===== src/rtl/ldst_pkg.sv =====
// Shared types and default widths for the load/store sequencer.
package ldst_pkg;
  localparam int DATA_W_DEF = 64;
  localparam int ADDR_W_DEF = 5;
  localparam int REG_AW_DEF = 5;

  localparam logic OP_LOAD  = 1'b0;
  localparam logic OP_STORE = 1'b1;

  typedef enum logic [2:0] {
    IDLE = 3'd0,
    ADDR = 3'd1,
    MEM  = 3'd2,
    WB   = 3'd3,
    DONE = 3'd4
  } state_e;
endpackage


===== src/rtl/soma_endereco.sv =====
// Unsigned address adder: modular sum plus carry out for wrap reporting.
module soma_endereco #(
  parameter int W = 5
) (
  input  logic [W-1:0] a,
  input  logic [W-1:0] b,
  output logic [W-1:0] sum,
  output logic         carry
);
  assign {carry, sum} = {1'b0, a} + {1'b0, b};
endmodule


===== src/rtl/unidade_ldst.sv =====
// Load/store sequencer: one command at a time, base+offset addressing,
// moves a word between register file and data memory, pulses done.
module unidade_ldst
  import ldst_pkg::*;
#(
  parameter int DATA_W = DATA_W_DEF,
  parameter int ADDR_W = ADDR_W_DEF,
  parameter int REG_AW = REG_AW_DEF
) (
  input  logic              clk,
  input  logic              rst_n,
  input  logic              cmd_valid,
  output logic              cmd_ready,
  input  logic              cmd_op,
  input  logic [REG_AW-1:0] cmd_base,
  input  logic [REG_AW-1:0] cmd_reg,
  input  logic [ADDR_W-1:0] cmd_off,
  output logic              done,
  output logic              done_wrap,
  output logic [REG_AW-1:0] reg_ra,
  output logic [REG_AW-1:0] reg_rb,
  input  logic [DATA_W-1:0] reg_douta,
  input  logic [DATA_W-1:0] reg_doutb,
  output logic [REG_AW-1:0] reg_rw,
  output logic              reg_we,
  output logic [DATA_W-1:0] reg_din,
  output logic [ADDR_W-1:0] mem_ads,
  output logic              mem_we,
  output logic [DATA_W-1:0] mem_din,
  input  logic [DATA_W-1:0] mem_dout
);
  state_e              state_q;
  logic                op_q;
  logic [REG_AW-1:0]   reg_q;
  logic [ADDR_W-1:0]   off_q;
  logic [ADDR_W-1:0]   addr_q;
  logic                wrap_q;
  logic [DATA_W-1:0]   sdata_q;

  logic                cmd_ready_q, done_q, done_wrap_q, reg_we_q, mem_we_q;
  logic [REG_AW-1:0]   reg_ra_q, reg_rb_q, reg_rw_q;
  logic [ADDR_W-1:0]   mem_ads_q;
  logic [DATA_W-1:0]   mem_din_q;

  logic [ADDR_W-1:0]   sum;
  logic                carry;

  // Only the low ADDR_W bits of the base register form the address.
  logic unused_base_hi;
  assign unused_base_hi = ^reg_douta[DATA_W-1:ADDR_W];

  soma_endereco #(.W(ADDR_W)) u_soma (
    .a     (reg_douta[ADDR_W-1:0]),
    .b     (off_q),
    .sum   (sum),
    .carry (carry)
  );

  always_ff @(posedge clk or negedge rst_n) begin
    if (!rst_n) begin
      state_q     <= IDLE;
      op_q        <= OP_LOAD;
      reg_q       <= '0;
      off_q       <= '0;
      addr_q      <= '0;
      wrap_q      <= 1'b0;
      sdata_q     <= '0;
      cmd_ready_q <= 1'b1;
      done_q      <= 1'b0;
      done_wrap_q <= 1'b0;
      reg_ra_q    <= '0;
      reg_rb_q    <= '0;
      reg_rw_q    <= '0;
      reg_we_q    <= 1'b0;
      mem_ads_q   <= '0;
      mem_we_q    <= 1'b0;
      mem_din_q   <= '0;
    end else begin
      unique case (state_q)
        IDLE: if (cmd_valid && cmd_ready_q) begin
          op_q        <= cmd_op;
          reg_q       <= cmd_reg;
          off_q       <= cmd_off;
          reg_ra_q    <= cmd_base;
          reg_rb_q    <= cmd_reg;
          cmd_ready_q <= 1'b0;
          state_q     <= ADDR;
        end
        ADDR: begin
          addr_q    <= sum;
          wrap_q    <= carry;
          sdata_q   <= reg_doutb;
          reg_ra_q  <= '0;
          reg_rb_q  <= '0;
          mem_ads_q <= sum;
          if (op_q == OP_STORE) begin
            mem_we_q  <= 1'b1;
            mem_din_q <= reg_doutb;
          end
          state_q <= MEM;
        end
        MEM: begin
          mem_we_q  <= 1'b0;
          mem_din_q <= '0;
          if (op_q == OP_STORE) begin
            mem_ads_q   <= '0;
            done_q      <= 1'b1;
            done_wrap_q <= wrap_q;
            state_q     <= DONE;
          end else begin
            // Address stays up so the memory's registered read lands in WB.
            mem_ads_q <= addr_q;
            reg_rw_q  <= reg_q;
            reg_we_q  <= 1'b1;
            state_q   <= WB;
          end
        end
        WB: begin
          reg_we_q    <= 1'b0;
          reg_rw_q    <= '0;
          mem_ads_q   <= '0;
          done_q      <= 1'b1;
          done_wrap_q <= wrap_q;
          state_q     <= DONE;
        end
        DONE: begin
          done_q      <= 1'b0;
          done_wrap_q <= 1'b0;
          cmd_ready_q <= 1'b1;
          state_q     <= IDLE;
        end
        default: state_q <= IDLE;
      endcase
    end
  end

  assign cmd_ready = cmd_ready_q;
  assign done      = done_q;
  assign done_wrap = done_wrap_q;
  assign reg_ra    = reg_ra_q;
  assign reg_rb    = reg_rb_q;
  assign reg_rw    = reg_rw_q;
  assign reg_we    = reg_we_q;
  assign mem_ads   = mem_ads_q;
  assign mem_we    = mem_we_q;
  assign mem_din   = mem_din_q;
  // Read data only becomes valid during WB, so it passes straight through.
  assign reg_din   = (state_q == WB) ? mem_dout : '0;
endmodule


===== config.mk =====
export PLATFORM = sky130hd
export DESIGN_NAME = unidade_ldst
export DESIGN_NICKNAME = d
export VERILOG_FILES = /design/src/rtl/ldst_pkg.sv /design/src/rtl/soma_endereco.sv /design/src/rtl/unidade_ldst.sv
export SDC_FILE = /design/constraint.sdc
export NUM_CORES = 1
export LEC_CHECK = 0
export BUFFER_PORTS_ARGS = -buffer_cell sky130_fd_sc_hd__buf_2
export CORE_AREA = 2 2 142 144
export CTS_CLUSTER_SIZE = 16
export DETAILED_ROUTE_END_ITERATION = 10
export DIE_AREA = 0 0 144 146
export SLEW_MARGIN = 20
export SYNTH_ARGS = -nofsm -noshare
export SYNTH_HDL_FRONTEND = slang
export SYNTH_SLANG_ARGS = --single-unit

===== constraint.sdc =====
create_clock -name clk -period 2.3 [get_ports clk]
set_input_delay 0.115 -clock clk [delete_from_list [all_inputs] [get_ports clk]]
set_output_delay 0.115 -clock clk [all_outputs]
set_load 0.01 [all_outputs]

==> metrics.txt <==
P_leak 0.00402 µW; WL final 16.7 mm; IO buf count 304; PostCTS Resize Cnt 0; Final Skew 12.3 ps; Avg Cell Area, Syn 8.94 µm²; die height 146 µm; period utilisation layout 85.3%; First-pass DRT Iterations 4; hold buffers post-CTS 81; Inserted Diodes 0; max_slew headroom 43.7%; Die W 144 µm; pre-CTS setup slack 329 ps; distinct cell type count of the synthesized netlist 37; crit-path max FO 11; Synth area leader dfrtp_1; pin count of the biggest net entering global routing 66; Starting Density 25.6%; GRT Total Usage 15.1%; status completed; Post-DP HPWL 11.5 mm; most frequent cells in the layout 303 x buf_2, 190 x nand2_1, 108 x dfrtp_1; min-delay worst type input port to flip-flop; Layout area overhead 59.5%; postcts setup bufs 0; register area share after synthesis 55.2%; Post-Syn Instances 553; WP data arrival 2200 ps; worst skew pair latency 360 ps; CP Launch Type flip-flop; VDD IR max 0.436 mV; vias per cell 4.24; gr ovfl total 0; Post-Syn Area 4940 µm²; syn nets 770; WHS Path Cells 3; Synth Register Bits 109; RSZ-0062 raised after global routing no; vias in the first global route 5028; Setup TNS 0 ps; fmax 0.510 GHz; Worst setup EP type flip-flop; met2 routed WL 8.72 mm; commonest non-fill, non-tap cell in the layout buf_2; Yosys warnings 0; Root Buffer clkbuf_16; fill count 1953; fin nets 1141; # H-tree levels 3; post-route antenna net violation count 0; Max clock buf depth 2; global-route wire length before repair 25.2 mm; TritonCTS Sinks 109; top post-synthesis cells by area dfrtp_1 55%, nand2_1 15%, and2_1 8.2%, nand3_1 5.7%, a21oi_1 2.7%; fin crit period 1960 ps; # IOs 364; Pwr Density 480 nW/µm²; DRC 0; vias after detailed routing 5059; Slew @ Worst Pin 842 ps; cells on worst reg2reg path 4; WP data required 2540 ps; Slew Limit Fails 0; die area 21000 µm²; final worst slack 338 ps; CORE AREA 19300 µm²; row count 51; number of setup violations in the final report 0; Final Hold Fails 0; top sig layer met4; global placement routability congestion 0.786; initial DRC count 230; routed length per instance 14.0 µm; CP Class flip-flop to flip-flop; CTS tree yes; CTS clk-pin slew, worst paths 80 ps; Maximum Capacitance Violations 0; met3 routed WL 823 µm; initial antenna violation count 0; DRT met1 WL 6.89 mm; post-synth top area share 54.7%; share of cells above drive strength 1 36.8%; TritonCTS buffer count 9
## state kept, by name, indices dropped and copies added, names as in the netlist
register	count
off_q	5
op_q	1
mem_we	1
mem_din	64
reg_ra	5
mem_ads	5
done	1
state_q	3
reg_q	5
reg_rw	5
reg_we	1
addr_q	5
reg_rb	5
cmd_ready	1
done_wrap	1
wrap_q	1
## synth_stat cells, drive strengths merged
| cell type | number |
|---|---|
| a211oi | 2 |
| a21oi | 27 |
| a22o | 6 |
| a22oi | 2 |
| and2 | 65 |
| buf | 28 |
| clkbuf | 10 |
| dfrtp | 108 |
| dfstp | 1 |
| fa | 1 |
| ha | 5 |
| inv | 4 |
| mux2 | 1 |
| mux2i | 1 |
| nand2 | 191 |
| nand2b | 3 |
| nand3 | 56 |
| nand3b | 1 |
| nand4 | 1 |
| nor2 | 16 |
| nor2b | 2 |
| nor3 | 1 |
| nor3b | 2 |
| nor4 | 1 |
| nor4b | 1 |
| o21ai | 12 |
| o21bai | 1 |
| or2 | 2 |
| xnor2 | 1 |
| xor2 | 1 |
## worst paths after layout
check	end	from	slack [ps]
setup reg to reg	reg_rw[1]	op_q	340
max in group asynchronous	cmd_ready	rst_n	1320
setup / recovery	reg_rw[1]	op_q	340
hold / removal	cmd_ready	cmd_valid	80
min in group asynchronous	mem_din[25]	rst_n	290
hold reg to reg	addr_q[2]	addr_q[2]	480
## layer usage
metal / vias to the layer above / GRT usage [%]
met5: - / 0
met2: 157 / 28.7
met3: 19 / 2.17
met4: 0 / 4.41
li1: 2517 / -
met1: 2366 / 17.4
## critical path, stage by stage, from the launching register on
cell     delay [ps]
dfrtp_1         440
or2_1           270
nor2_1          650
nor2_1          250
a22o_1          250
## per-stage QoR
stage | total power [µW] | instance area (µm²) | instances | hold WS (ps) | util (%)
2_1_floorplan | 1970 | 4940 | 553 | -181 | -
3_3_place_gp | 2150 | 6770 | 1097 | 159 | 35.0
3_5_place_dp | 2150 | 6770 | 1097 | 161 | 35.0
4_1_cts | 3870 | 7890 | 1194 | 65.4 | 40.8
5_1_grt | 3960 | 7890 | 1194 | 85.2 | 40.8
6_report | 3790 | 7890 | 1194 | 83.1 | 40.8
## cell families (layout without fill, tap and decap cells)
group                    count (synthesis)  count (layout)  share of synthesized area, %
AO/OA/AOI/OAI                           50              50                          5.77
XOR/XNOR                                 2               2                         0.354
adder cells (fa/ha/maj)                  6               6                          1.67
buffers and inverters                   42             418                          4.63
flip-flops                             109             109                          55.2
multiplexers                             2               2                         0.430
AND/OR/NAND/NOR                        342             342                          31.9
## power by group
group          internal [µW]  switching, µW  total, µW
clock                    774            796       1570
combinational            197            107        304
sequential              1910              0       1910
## area by class of cell
class | instances | area, µm² | share of cell area [%]
multi-input cells | 402 | 2000 | 25.4
clock inverters | 7 | 78.8 | 1.00
well taps | 265 | 332 | 4.20
flip-flops and latches | 109 | 2730 | 34.6
inverters | 4 | 15.0 | 0.190
repair buffers | 398 | 2510 | 31.8
clock buffers | 9 | 225 | 2.86
Note: power is estimated with default switching activity, not from simulation.
